<file path="config.mk">
export PLATFORM = sky130hd
export DESIGN_NAME = flash_access_arbiter
export DESIGN_NICKNAME = d
export VERILOG_FILES = /design/src/rtl/flash_access_arbiter_pkg.sv /design/src/rtl/flash_access_arbiter_rr_pick2.sv /design/src/rtl/flash_access_arbiter.sv
export SDC_FILE = /design/constraint.sdc
export NUM_CORES = 1
export LEC_CHECK = 0
export BUFFER_PORTS_ARGS = -buffer_cell sky130_fd_sc_hd__clkbuf_2
export CAP_MARGIN = 20
export CORE_ASPECT_RATIO = 1.4
export CORE_MARGIN = 5
export CORE_UTILIZATION = 44
export DETAILED_ROUTE_END_ITERATION = 16
export PLACE_DENSITY = 0.77
export SETUP_SLACK_MARGIN = 0.3
export SLEW_MARGIN = 0
export SYNTH_ARGS = -nofsm -noshare
export SYNTH_HDL_FRONTEND = slang
export SYNTH_HIERARCHICAL = 1
export SYNTH_SLANG_ARGS = --single-unit
</file>
<file path="constraint.sdc">
create_clock -name clock -period 2.2 [get_ports clock]
set_clock_uncertainty 0.15 [all_clocks]
set_input_delay 0 -clock clock [delete_from_list [all_inputs] [get_ports clock]]
set_output_delay 0 -clock clock [all_outputs]
set_load 0.02 [all_outputs]
</file>
<file path="src/rtl/flash_access_arbiter_pkg.sv">
// Shared definitions for the flash access arbiter: parameter defaults,
// FSM state encoding and small state-classification helpers.
package flash_access_arbiter_pkg;

  // Default geometry of the flash_manager port
  localparam int ADDR_W_DEF  = 23;
  localparam int DATA_W_DEF  = 16;

  // Watchdog defaults; 2**TO_W must exceed TIMEOUT
  localparam int TIMEOUT_DEF = 1024;
  localparam int TO_W_DEF    = 11;

  // Arbiter states, 4-bit encoding shared with flash_manager users
  typedef enum logic [3:0] {
    BOOT     = 4'd0,
    RD_IDLE  = 4'd1,
    RD_ISSUE = 4'd2,
    RD_WAIT  = 4'd3,
    RD_DONE  = 4'd4,
    WR_RESET = 4'd5,
    WR_ERASE = 4'd6,
    WR_IDLE  = 4'd7,
    WR_ISSUE = 4'd8,
    WR_WAIT  = 4'd9,
    WR_EXIT  = 4'd10
  } arb_state_e;

  // States whose duration is bounded by the watchdog
  function automatic logic is_timed(input arb_state_e s);
    return (s == RD_ISSUE) || (s == RD_WAIT) ||
           (s == WR_ISSUE) || (s == WR_WAIT);
  endfunction

  // States in which flash_manager must be held in writemode
  function automatic logic in_write_mode(input arb_state_e s);
    return (s == WR_RESET) || (s == WR_ERASE) || (s == WR_IDLE) ||
           (s == WR_ISSUE) || (s == WR_WAIT);
  endfunction

endpackage

</file>
<file path="src/rtl/flash_access_arbiter_rr_pick2.sv">
// Two-way round-robin picker: on a tie the client that was not served last
// wins, otherwise whichever single client is requesting is granted.
module flash_rr_pick2 (
  input  logic req0,
  input  logic req1,
  input  logic last_grant,
  output logic grant,
  output logic gnt_valid
);

  // Combinational pick; grant is only meaningful while gnt_valid is high
  always_comb begin
    gnt_valid = req0 | req1;
    grant     = 1'b0;
    if (req0 && req1) begin
      grant = ~last_grant;
    end else begin
      grant = req1;
    end
  end

endmodule

</file>
<file path="src/rtl/flash_access_arbiter.sv">
// Shares the single flash_manager port between two read clients and one
// write client. Reads are arbitrated round-robin; a write session puts the
// manager in writemode (via a manager reset and erase), streams sequential
// writes, then returns to read mode. Every read/write transaction is bounded
// by a watchdog; expiry sets a sticky error and completes the transaction.
module flash_access_arbiter
  import flash_access_arbiter_pkg::*;
#(
  parameter int ADDR_W  = ADDR_W_DEF,
  parameter int DATA_W  = DATA_W_DEF,
  parameter int TIMEOUT = TIMEOUT_DEF,
  parameter int TO_W    = TO_W_DEF
) (
  input  logic              clock,
  input  logic              reset,
  // read clients
  input  logic              c0_req,
  input  logic [ADDR_W-1:0] c0_addr,
  output logic              c0_ack,
  output logic [DATA_W-1:0] c0_data,
  input  logic              c1_req,
  input  logic [ADDR_W-1:0] c1_addr,
  output logic              c1_ack,
  output logic [DATA_W-1:0] c1_data,
  // write client
  input  logic              wsess,
  output logic              wr_ready,
  input  logic              w_req,
  input  logic [DATA_W-1:0] w_data,
  output logic              w_ack,
  output logic              err,
  // flash_manager side
  output logic              mgr_reset,
  output logic              mgr_writemode,
  output logic              mgr_dowrite,
  output logic [DATA_W-1:0] mgr_wdata,
  output logic              mgr_doread,
  output logic [ADDR_W-1:0] mgr_raddr,
  input  logic              mgr_busy,
  input  logic [DATA_W-1:0] mgr_rdata
);

  arb_state_e        state, state_nxt;
  logic              last_grant, last_grant_nxt;
  logic              cur_client, cur_client_nxt;
  logic [TO_W-1:0]   wd_cnt, wd_cnt_nxt;
  logic              seen_busy, seen_busy_nxt;
  logic              timeout;

  logic              c0_ack_nxt, c1_ack_nxt, w_ack_nxt, err_nxt;
  logic [DATA_W-1:0] c0_data_nxt, c1_data_nxt, mgr_wdata_nxt;
  logic [ADDR_W-1:0] mgr_raddr_nxt;
  logic              wr_ready_nxt, mgr_reset_nxt, mgr_writemode_nxt;
  logic              mgr_dowrite_nxt, mgr_doread_nxt;

  logic              pick_req0, pick_req1, pick_grant, pick_valid;

  // A client's req is still high during its ack cycle; ignore it there so the
  // same read is not granted twice.
  assign pick_req0 = c0_req & ~c0_ack;
  assign pick_req1 = c1_req & ~c1_ack;

  flash_rr_pick2 u_pick (
    .req0       (pick_req0),
    .req1       (pick_req1),
    .last_grant (last_grant),
    .grant      (pick_grant),
    .gnt_valid  (pick_valid)
  );

  assign timeout = is_timed(state) && (wd_cnt == TO_W'(TIMEOUT - 1));

  // Next-state, bookkeeping and next registered output values
  always_comb begin
    state_nxt      = state;
    last_grant_nxt = last_grant;
    cur_client_nxt = cur_client;
    wd_cnt_nxt     = (&wd_cnt) ? wd_cnt : wd_cnt + TO_W'(1);
    seen_busy_nxt  = seen_busy | mgr_busy;
    c0_ack_nxt     = 1'b0;
    c1_ack_nxt     = 1'b0;
    w_ack_nxt      = 1'b0;
    err_nxt        = err;
    c0_data_nxt    = c0_data;
    c1_data_nxt    = c1_data;
    mgr_wdata_nxt  = mgr_wdata;
    mgr_raddr_nxt  = mgr_raddr;

    unique case (state)
      BOOT: begin
        if (!mgr_busy) state_nxt = RD_IDLE;
      end

      RD_IDLE: begin
        if (wsess) begin
          state_nxt = WR_RESET;
        end else if (pick_valid) begin
          cur_client_nxt = pick_grant;
          mgr_raddr_nxt  = pick_grant ? c1_addr : c0_addr;
          wd_cnt_nxt     = '0;
          state_nxt      = RD_ISSUE;
        end
      end

      RD_ISSUE, RD_WAIT: begin
        if (timeout) begin
          err_nxt        = 1'b1;
          last_grant_nxt = cur_client;
          if (cur_client) begin
            c1_ack_nxt  = 1'b1;
            c1_data_nxt = '1;
          end else begin
            c0_ack_nxt  = 1'b1;
            c0_data_nxt = '1;
          end
          state_nxt = RD_IDLE;
        end else if (state == RD_ISSUE && mgr_busy) begin
          state_nxt = RD_WAIT;
        end else if (state == RD_WAIT && !mgr_busy) begin
          state_nxt = RD_DONE;
        end
      end

      RD_DONE: begin
        last_grant_nxt = cur_client;
        if (cur_client) begin
          c1_ack_nxt  = 1'b1;
          c1_data_nxt = mgr_rdata;
        end else begin
          c0_ack_nxt  = 1'b1;
          c0_data_nxt = mgr_rdata;
        end
        state_nxt = RD_IDLE;
      end

      WR_RESET: begin
        state_nxt = WR_ERASE;
      end

      WR_ERASE: begin
        if (seen_busy && !mgr_busy) state_nxt = WR_IDLE;
      end

      WR_IDLE: begin
        if (w_req) begin
          mgr_wdata_nxt = w_data;
          wd_cnt_nxt    = '0;
          state_nxt     = WR_ISSUE;
        end else if (!wsess) begin
          wd_cnt_nxt = '0;
          state_nxt  = WR_EXIT;
        end
      end

      WR_ISSUE, WR_WAIT: begin
        if (timeout) begin
          err_nxt   = 1'b1;
          w_ack_nxt = 1'b1;
          state_nxt = WR_IDLE;
        end else if (state == WR_ISSUE) begin
          state_nxt = WR_WAIT;
        end else if (seen_busy && !mgr_busy) begin
          w_ack_nxt = 1'b1;
          state_nxt = WR_IDLE;
        end
      end

      WR_EXIT: begin
        if (wd_cnt != '0 && !mgr_busy) state_nxt = RD_IDLE;
      end

      default: begin
        state_nxt = BOOT;
      end
    endcase

    if (state_nxt != state) seen_busy_nxt = 1'b0;

    mgr_doread_nxt    = (state_nxt == RD_ISSUE);
    mgr_dowrite_nxt   = (state_nxt == WR_ISSUE);
    mgr_reset_nxt     = (state_nxt == WR_RESET);
    mgr_writemode_nxt = in_write_mode(state_nxt);
    wr_ready_nxt      = (state_nxt == WR_IDLE);
  end

  // State and registered outputs; reset drops any in-flight transaction
  always_ff @(posedge clock) begin
    if (reset) begin
      state         <= BOOT;
      last_grant    <= 1'b1;
      cur_client    <= 1'b0;
      wd_cnt        <= '0;
      seen_busy     <= 1'b0;
      c0_ack        <= 1'b0;
      c1_ack        <= 1'b0;
      c0_data       <= '0;
      c1_data       <= '0;
      wr_ready      <= 1'b0;
      w_ack         <= 1'b0;
      err           <= 1'b0;
      mgr_reset     <= 1'b0;
      mgr_writemode <= 1'b0;
      mgr_dowrite   <= 1'b0;
      mgr_wdata     <= '0;
      mgr_doread    <= 1'b0;
      mgr_raddr     <= '0;
    end else begin
      state         <= state_nxt;
      last_grant    <= last_grant_nxt;
      cur_client    <= cur_client_nxt;
      wd_cnt        <= wd_cnt_nxt;
      seen_busy     <= seen_busy_nxt;
      c0_ack        <= c0_ack_nxt;
      c1_ack        <= c1_ack_nxt;
      c0_data       <= c0_data_nxt;
      c1_data       <= c1_data_nxt;
      wr_ready      <= wr_ready_nxt;
      w_ack         <= w_ack_nxt;
      err           <= err_nxt;
      mgr_reset     <= mgr_reset_nxt;
      mgr_writemode <= mgr_writemode_nxt;
      mgr_dowrite   <= mgr_dowrite_nxt;
      mgr_wdata     <= mgr_wdata_nxt;
      mgr_doread    <= mgr_doread_nxt;
      mgr_raddr     <= mgr_raddr_nxt;
    end
  end

endmodule

</file>
==> reports/results.ini, run 1 <==
[yosys]
synth.top_cells.by_area=dfxtp_1 48%, nor2_1 7.6%, mux2i_1 5.8%
synth_flop_cell=dfxtp_1
synth_fp_nets=554
syn_area_per_cell_sq_um=8.82
ys_async_sr_fraction=0
synth_top_area_share=0.476
yosys.cell_types.count=54
ys_ff_latch=98
ys_seq_area_frac=0.476
syn_inst=467
syn_area_sq_mm=0.00412
synth_area_leader_cell=dfxtp_1
synth_warnings=6
synth_edf_count=0

[clock_network]
cts_tree=done
worstSkewPairLatency_ns=0.34
clkTransAtPathRegs_ns=0.07
clock_sinks=98
ctsLongestPathBuffers=2
cts_htree_levels=3
root_buffer=clkbuf_16
cts_buffers=9

[placed_design]
dp_cells=728
numPortBuffers=164
gp_congestion=0.981
place_hpwl_microns=8810
place_ws_ns=0.0370
place_area_sq_mm=0.00515

[final_layout]
postLayoutCellArea_sq_mm=0.00714
syn2layout_area_growth_pct=73.3
layout-drive-gt1-share=0.447
layoutNonFillerInstCount=861
layout_common_cells=164 x clkbuf_2, 84 x dfxtp_1, 79 x dlygate4sd3_1
layout.nets=833
fin_util=0.786
final_common_cell=clkbuf_2

[sta]
drv_slew=0
rsz0062_at_grt=yes
hold_viol=0
fmax_mhz=466
finalCriticalPeriod_ns=2.15
slew_headroom=0.663
min_period_over_period=0.976
worst_slew_pin_slew_ns=0.501
setup_viol=0
fin_ws_ns=0.0521

[global_routing]
overflow=0
grt_pass1_wl_microns=24600
grt.total_usage=0.268
antenna_found_initial=4
grt_pass1_vias=4991
grt_max_degree=33

[detailed_routing]
wl_met3_microns=1160
drtIter0Drc=510
met2RoutedLength_microns=9300
ant_nets=0
drc=0
met1_length_microns=6080
dr.pass1.iters=5
routed_wl_microns=17600
vias_per_cell=5.76
vias=4960
post_drt_wl_per_cell_microns=20.5
top_layer=met4

[critical_path]
path_cells=ha_4, nand4b_1, nor3_2, a21boi_4, buf_6, nor2_4, buf_4, nor2_1, nor3_1
worst-endpoint-arrival_ns=2.22
path_max_fanout=5
end_kind=flop
critPathBufInv=2
critPathTopFamily=simple AND/OR/NAND/NOR gates
start_kind=flop
cp_slowest_cell=dfxtp_2
slowest_delay_ns=0.37
cp.required_ns=2.27
path_class=reg -> reg

[die]
core_region_area_sq_mm=0.00908
io_pins=165
die-area_sq_mm=0.0114
start_util=0.454
die_h_microns=124
die_w_microns=91.8
rows=41

[power]
cellPowerDensity_mw_per_mm2=699
p_leak_uw=0.00304
ir_worst_vdd_mv=0.609
total_power_uw=4990

[hold_path]
hp-class=in -> reg

[job]
maxCapViolCount=0

[outcome]
status=finished, final reports clean

-- report_power, final --
| part | internal [uW] | switching, uW | total, uW |
|---|---|---|---|
| Combinational | 703 | 809 | 1510 |
| Sequential | 1900 | 118 | 2010 |
| Clock | 799 | 665 | 1460 |
-- worst register-to-register path, stage by stage, from the launching register on --
cell and delay [ns]:
dfxtp_2 0.37, ha_4 0.17, nand4b_1 0.16, nor3_2 0.24, a21boi_4 0.12, buf_6 0.15
nor2_4 0.13, buf_4 0.17, nor2_1 0.05, nor3_1 0.33
-- cells in the mapped netlist, types with 3 or more instances --
cell       instances
buf_1              4
xor2_1             4
nor3_1            39
a21oi_1           23
mux2i_1           24
nor2b_1            3
clkbuf_1          20
buf_2              3
nand4_1            3
o21ai_0            6
dfxtp_1           98
xnor2_1            3
nand2b_1           4
or3_1              5
inv_1              6
nor2_1            83
nand2_1           43
nand3_1            5
a211oi_1          25
o2bb2ai_1         16
nor4_1             3
and3_1             3
-- worst paths after layout --
check,from,end,slack [ns],cells past startpoint
max,wd_cnt[0]$_SDFF_PP0_,c0_data[5]$_SDFFE_PP0P_,0.05,9
min,reset,err$_SDFFE_PP0P_,0.006,2
max reg2reg,wd_cnt[0]$_SDFF_PP0_,c0_data[5]$_SDFFE_PP0P_,0.05,9
min reg2reg,mgr_wdata[1]$_SDFFE_PP0P_,mgr_wdata[1]$_SDFFE_PP0P_,0.30,2
-- sequential cells by signal (all words and copies together) (netlist names) --
| register | count |
|---|---|
| w_ack | 1 |
| c1_data | 16 |
| err | 1 |
| mgr_raddr | 23 |
| wr_ready | 1 |
| c0_ack | 1 |
| c0_data | 16 |
| seen_busy | 1 |
| mgr_wdata | 16 |
| mgr_dowrite | 1 |
| last_grant | 1 |
| c1_ack | 1 |
| mgr_doread | 1 |
| mgr_writemode | 1 |
| wd_cnt | 11 |
| state | 4 |
| mgr_reset | 1 |
| cur_client | 1 |
-- area by class of cell --
class / instances / area [sq um]
clock buffer: 12 / 246
antenna: 4 / 10.0
multi-input combinational: 329 / 2420
sequential: 98 / 2000
clock inverter: 3 / 25.0
timing repair buffer: 300 / 2280
tap: 107 / 134
inverter: 8 / 30.0
fill: 498 / 1940
-- cells by family (layout without fill, tap and decap cells) --
family,count (synthesis),in the layout,share of synthesized area
buffers and inverters,40,323,0.0468
AOI/OAI and AO/OA,81,81,0.140
adders and majority gates,2,2,0.00607
xor gates and xnor gates,8,8,0.0188
DFF,98,98,0.476
other,0,4,0
and+or+nand+nor,214,214,0.253
muxes,24,24,0.0583
-- per-stage QoR --
step | hold slack (ns) | setup TNS, ns
2_1_floorplan | -0.0772 | 0
3_5_place_dp | 0.0783 | 0
3_3_place_gp | 0.0778 | 0
6_report | 0.00643 | 0
5_1_grt | 0.0399 | -0.0118
4_1_cts | 0.000346 | 0
-- per-layer routing --
layer | global-route usage | up-vias
met1 | 0.269 | 2343
met3 | 0.0568 | 92
met2 | 0.489 | 317
li1 | - | 2208
met5 | 0 | -
met4 | 0.175 | 0
-- what timing repair did --
action	4_1_cts	5_1_grt
endpoints found under the setup margin	47	73
gates resized for setup	43	72
gates cloned	4	4
hold buffers	79	0
pin swaps	13	33
endpoints found under the hold margin	72	0
setup buffers	15	12
Power figures use the tool's default switching activity.
==> inputs of run 2 (changes only) <==
--- a/config.mk
+++ b/config.mk
@@ -12,6 +12,7 @@
 export CORE_UTILIZATION = 44
 export DETAILED_ROUTE_END_ITERATION = 16
 export PLACE_DENSITY = 0.77
+export REMOVE_ABC_BUFFERS = 1
 export SETUP_SLACK_MARGIN = 0.3
 export SLEW_MARGIN = 0
 export SYNTH_ARGS = -nofsm -noshare
==> reports/results.ini, run 2 (synthesis results as in run 1) <==
[outcome]
status=finished, final reports clean

[clock_network]
cts_htree_levels=3
cts_tree=done
clkTransAtPathRegs_ns=0.07
root_buffer=clkbuf_16
worstSkewPairLatency_ns=0.34
cts_buffers=9
ctsLongestPathBuffers=2
clock_sinks=98

[power]
pwr-share-seq=0.372
internal_power_uw=3780
power_switching_uw=1660
total_power_uw=5440
p_clk_frac=0.340
ir_worst_vdd_mv=0.596
pwr-share-comb=0.288
p_leak_uw=0.00324
cellPowerDensity_mw_per_mm2=714
swShare=0.305

[global_routing]
overflow=0
grt.total_usage=0.254
grt_pass1_wl_microns=23400
grt_max_degree=33
antenna_found_initial=4
grt_pass1_vias=4881

[detailed_routing]
drtIter0Drc=357
drc=0
routed_wl_microns=17900
post_drt_wl_per_cell_microns=20.5
dr.pass1.iters=5
vias=4967
vias_per_cell=5.69
ant_nets=0

[final_layout]
fill_cells=435
layoutNonFillerInstCount=873
fin_util=0.839
layout-drive-gt1-share=0.509
regMostFlops=mgr_raddr
layout_common_cells=164 x clkbuf_2, 88 x dfxtp_1, 80 x dlygate4sd3_1
final_common_cell=clkbuf_2
layout.nets=843
syn2layout_area_growth_pct=84.9
largest_register_ffs=23

[die]
die-area_sq_mm=0.0114
start_util=0.454
io_pins=165
core_region_area_sq_mm=0.00908
die_w_microns=91.8
die_h_microns=124
rows=41

[critical_path]
slowest_delay_ns=0.35
start_kind=flop
path_cells=nor2b_2, or2_1, nand2b_1, or3_4, buf_6, nor2_4, buf_6, buf_16, mux2i_1, nor2_1
cp.required_ns=2.28
worst-endpoint-arrival_ns=2.22
critPathBufInv=3
path_class=reg -> reg
path_max_fanout=5
critPathTopFamily=simple AND/OR/NAND/NOR gates
worst_path_most_repeated_cell=buf_6
end_kind=flop
cp_slowest_cell=or3_4
r2r_slack_ns=0.06

[sta]
drv_slew=0
fmax_mhz=468
min_period_over_period=0.972
setup_viol=0
fin_setup_tns_ns=0
worst_slew_pin_slew_ns=0.578
rsz0062_at_grt=yes
slew_headroom=0.612
finalCriticalPeriod_ns=2.14
hold_viol=0

[job]
maxCapViolCount=0

[placed_design]
numPortBuffers=164
dp_cells=738
gp_congestion=0.861
place_hpwl_microns=8660

[hold_path]
hp-class=in -> reg

## run 2: final cells by class
cell class                      instances  area [sq um]  share of cell area
Antenna cell                            5          12.5             0.00164
Clock buffer                           10           239              0.0314
Clock inverter                          6           113              0.0148
Inverter                                8          35.0             0.00460
Multi-Input combinational cell        329          2750               0.361
Sequential cell                        98          1980               0.260
Tap cell                              107           134              0.0176
Timing Repair Buffer                  310          2350               0.309
## run 2: metrics by stage
| stage | hold slack [ns] | setup slack, ns | instance area (sq um) |
|---|---|---|---|
| final | 0.124 | 0.0619 | 7620 |
| after global routing | 0.141 | -0.0416 | 7610 |
| after detailed placement | 0.0843 | -0.173 | 5200 |
| after floorplan | -0.0809 | -0.908 | 3960 |
| after global placement | 0.0750 | -0.100 | 5200 |
| after CTS | 0.109 | 0.0838 | 6810 |
## run 2: worst min-delay path, cell delays in order
cell and delay [ns]:
clkbuf_2 0.12, inv_1 0.08, nor3_2 0.05, buf_4 0.18
nand2_1 0.08, a21oi_1 0.05
## run 2: path summary, 6_finish.rpt
check | startpoint | end | cells after the start
hold reg to reg | mgr_wdata[3]$_SDFFE_PP0P_ | mgr_wdata[3]$_SDFFE_PP0P_ | 2
hold / removal | w_req | mgr_wdata[4]$_SDFFE_PP0P_ | 6
setup / recovery | c1_ack$_SDFF_PP0_ | cur_client$_SDFFE_PP0P_ | 10
setup reg to reg | c1_ack$_SDFF_PP0_ | cur_client$_SDFFE_PP0P_ | 10
## run 2: routing by layer
| layer | GRT usage | wire, microns | share of wire | vias up |
|---|---|---|---|---|
| met3 | 0.0520 | 1030 | 0.058 | 95 |
| met4 | 0.171 | 1110 | 0.062 | 0 |
| met1 | 0.248 | 5940 | 0.33 | 2360 |
| li1 | - | - | - | 2225 |
| met2 | 0.469 | 9800 | 0.55 | 287 |
| met5 | 0 | 0 | 0 | - |
## run 2: power by group through the flow
stage               Combinational [uW]  Clock [uW]  Sequential, uW
floorplan                          440           0            2130
global placement                   948           0            2010
detailed placement                 972           0            2010
CTS                               1250        1840            1990
global route                      1660        1950            2030
finish                            1570        1850            2020
## run 2: timing repair
| action | CTS | global route |
|---|---|---|
| setup endpoints to repair | 78 | 76 |
| cloned | 3 | 5 |
| hold endpoints to repair | 72 | 0 |
| buffers inserted | 16 | 10 |
| hold buffers | 80 | 0 |
| gates resized for setup | 68 | 132 |
| pin swaps | 38 | 42 |
==> inputs of run 3 (changes only) <==
--- a/config.mk
+++ b/config.mk
@@ -7,7 +7,6 @@
 export LEC_CHECK = 0
 export BUFFER_PORTS_ARGS = -buffer_cell sky130_fd_sc_hd__clkbuf_2
 export CAP_MARGIN = 20
-export CORE_ASPECT_RATIO = 1.4
 export CORE_MARGIN = 5
 export CORE_UTILIZATION = 44
 export DETAILED_ROUTE_END_ITERATION = 16
==> reports/results.ini, run 3 (synthesis results as in run 1) <==
[sta]
worst_slew_pin_slew_ns=0.599
slew_headroom=0.601
holdWs_ns=0.0432
fin_ws_ns=-0.0327
fin_setup_tns_ns=-0.0705
setup_viol=3
rsz0062_at_grt=yes
hold_viol=0
finalCriticalPeriod_ns=2.23
fmax_mhz=448
drv_slew=0
min_period_over_period=1.01

[placed_design]
place_area_sq_mm=0.00522
numPortBuffers=164
gp_congestion=0.903
place_hpwl_microns=8570

[global_routing]
use_met3=0.0638
grt_max_degree=40
antenna_found_initial=0
grt.total_usage=0.262
grt_pass1_vias=4998
overflow=0
gr-max-usage-layer=met2
grt_use_met1=0.276
use_met2=0.470
grt_pass1_wl_microns=24100

[outcome]
status=finished with violations
failed_checks=setup timing

[final_layout]
layout-drive-gt1-share=0.454
final_common_cell=clkbuf_2
layout.nets=838
largest_register_ffs=23
postLayoutCellArea_sq_mm=0.00708
layout_common_cells=164 x clkbuf_2, 87 x dfxtp_1, 80 x dlygate4sd3_1
antenna_cells=0
fin_util=0.770
regMostFlops=mgr_raddr
syn2layout_area_growth_pct=72.0

[power]
p_leak_uw=0.00303
total_power_uw=4690
cellPowerDensity_mw_per_mm2=663
ir_worst_vdd_mv=0.482

[hold_path]
hp-class=in -> reg

[clock_network]
ctsLongestPathBuffers=2
cts_htree_levels=3
root_buffer=clkbuf_8
cts_tree=done
cts_buffers=9
clkTransAtPathRegs_ns=0.09
worstSkewPairLatency_ns=0.36
clock_sinks=98

[critical_path]
r2r_slack_ns=-0.03
cp_slowest_cell=or4_4
path_class=reg -> reg
end_kind=flop
r2r.worst_path.cells=9
cp-startpoint=wd_cnt[0]$_SDFF_PP0_
worst-endpoint-arrival_ns=2.35
cp.required_ns=2.31
rr_startpoint=wd_cnt[0]$_SDFF_PP0_
slowest_delay_ns=0.44
path_max_fanout=2
timing.rr.end=seen_busy$_SDFF_PP0_
endpoint=seen_busy$_SDFF_PP0_
start_kind=flop
path_cells=buf_6, inv_2, ha_4, nor4b_4, a31oi_4, nor2_4, a211oi_1, or4_4, a2111oi_4

[detailed_routing]
vias=4869
dr.pass1.iters=5
post_drt_wl_per_cell_microns=19.2
routed_wl_microns=16600
drtIter0Drc=310
vias_per_cell=5.62
drc=0
ant_nets=0

[die]
rows=35
core_region_area_sq_mm=0.00920
start_util=0.448
io_pins=165
die_h_microns=107
die-area_sq_mm=0.0114
die_w_microns=107

[job]
maxCapViolCount=0

run 3: changes by cell type in the layout (fill, tap and decap cells not counted), moves of 11 or more:
cell	change
clkbuf_16	-11
o2bb2ai_1	+16
nor2_2	-13
o2bb2ai_2	-11
run 3: per-layer routing:
| layer | up-vias | wire [microns] |
|---|---|---|
| met2 | 291 | 8820 |
| li1 | 2206 | - |
| met1 | 2274 | 5530 |
| met5 | - | 0 |
| met4 | 0 | 932 |
| met3 | 98 | 1360 |
run 3: worst min-delay path by stage:
stage	cells past startpoint	slack, ns	from	end
4_1_cts	5	0.005	wsess	mgr_writemode$_SDFF_PP0_
3_3_place_gp	3	0.07	w_data[10]	mgr_wdata[10]$_SDFFE_PP0P_
5_1_grt	6	0.06	w_req	mgr_wdata[7]$_SDFFE_PP0P_
2_1_floorplan	1	-0.08	reset	mgr_wdata[0]$_SDFFE_PP0P_
6_report	5	0.04	wsess	mgr_writemode$_SDFF_PP0_
3_5_place_dp	3	0.08	w_data[7]	mgr_wdata[7]$_SDFFE_PP0P_
run 3: final cells by class:
type / instances / area [sq um]
clock inverter: 6 / 65.1
sequential: 98 / 1990
fill: 549 / 2110
clock buffer: 10 / 128
timing repair buffer: 305 / 2250
multi-input combinational: 329 / 2480
tap: 111 / 139
inverter: 8 / 30.0
run 3: power breakdown:
part,leakage (uW),internal (uW),switching (uW)
sequential,0.000801,1900,124
clock,0.0000971,532,670
combinational,0.00213,694,779
total,0.00303,3120,1570
run 3: repair_timing:
action / 4_1_cts / 5_1_grt
setup endpoints to repair: 78 / 81
hold endpoints to repair: 79 / 0
hold buffers: 80 / 0
cloned: 4 / 2
gates resized for setup: 67 / 83
pin swaps: 37 / 11
setup buffers: 14 / 5
run 3: metrics by stage:
stage | std cells | setup WS [ns]
global route | 867 | -0.0955
floorplan | 435 | -0.908
global placement | 746 | -0.00243
finish | 867 | -0.0327
CTS | 860 | 0.103
detailed placement | 746 | -0.104
run 3: critical path, delay by kind of cell (launching register included):
family	cells	cell delay [ns]
buf+inv	2	0.18
flops	1	0.36
fa+ha+maj	1	0.12
compound gates	3	0.54
simple gates	3	0.79
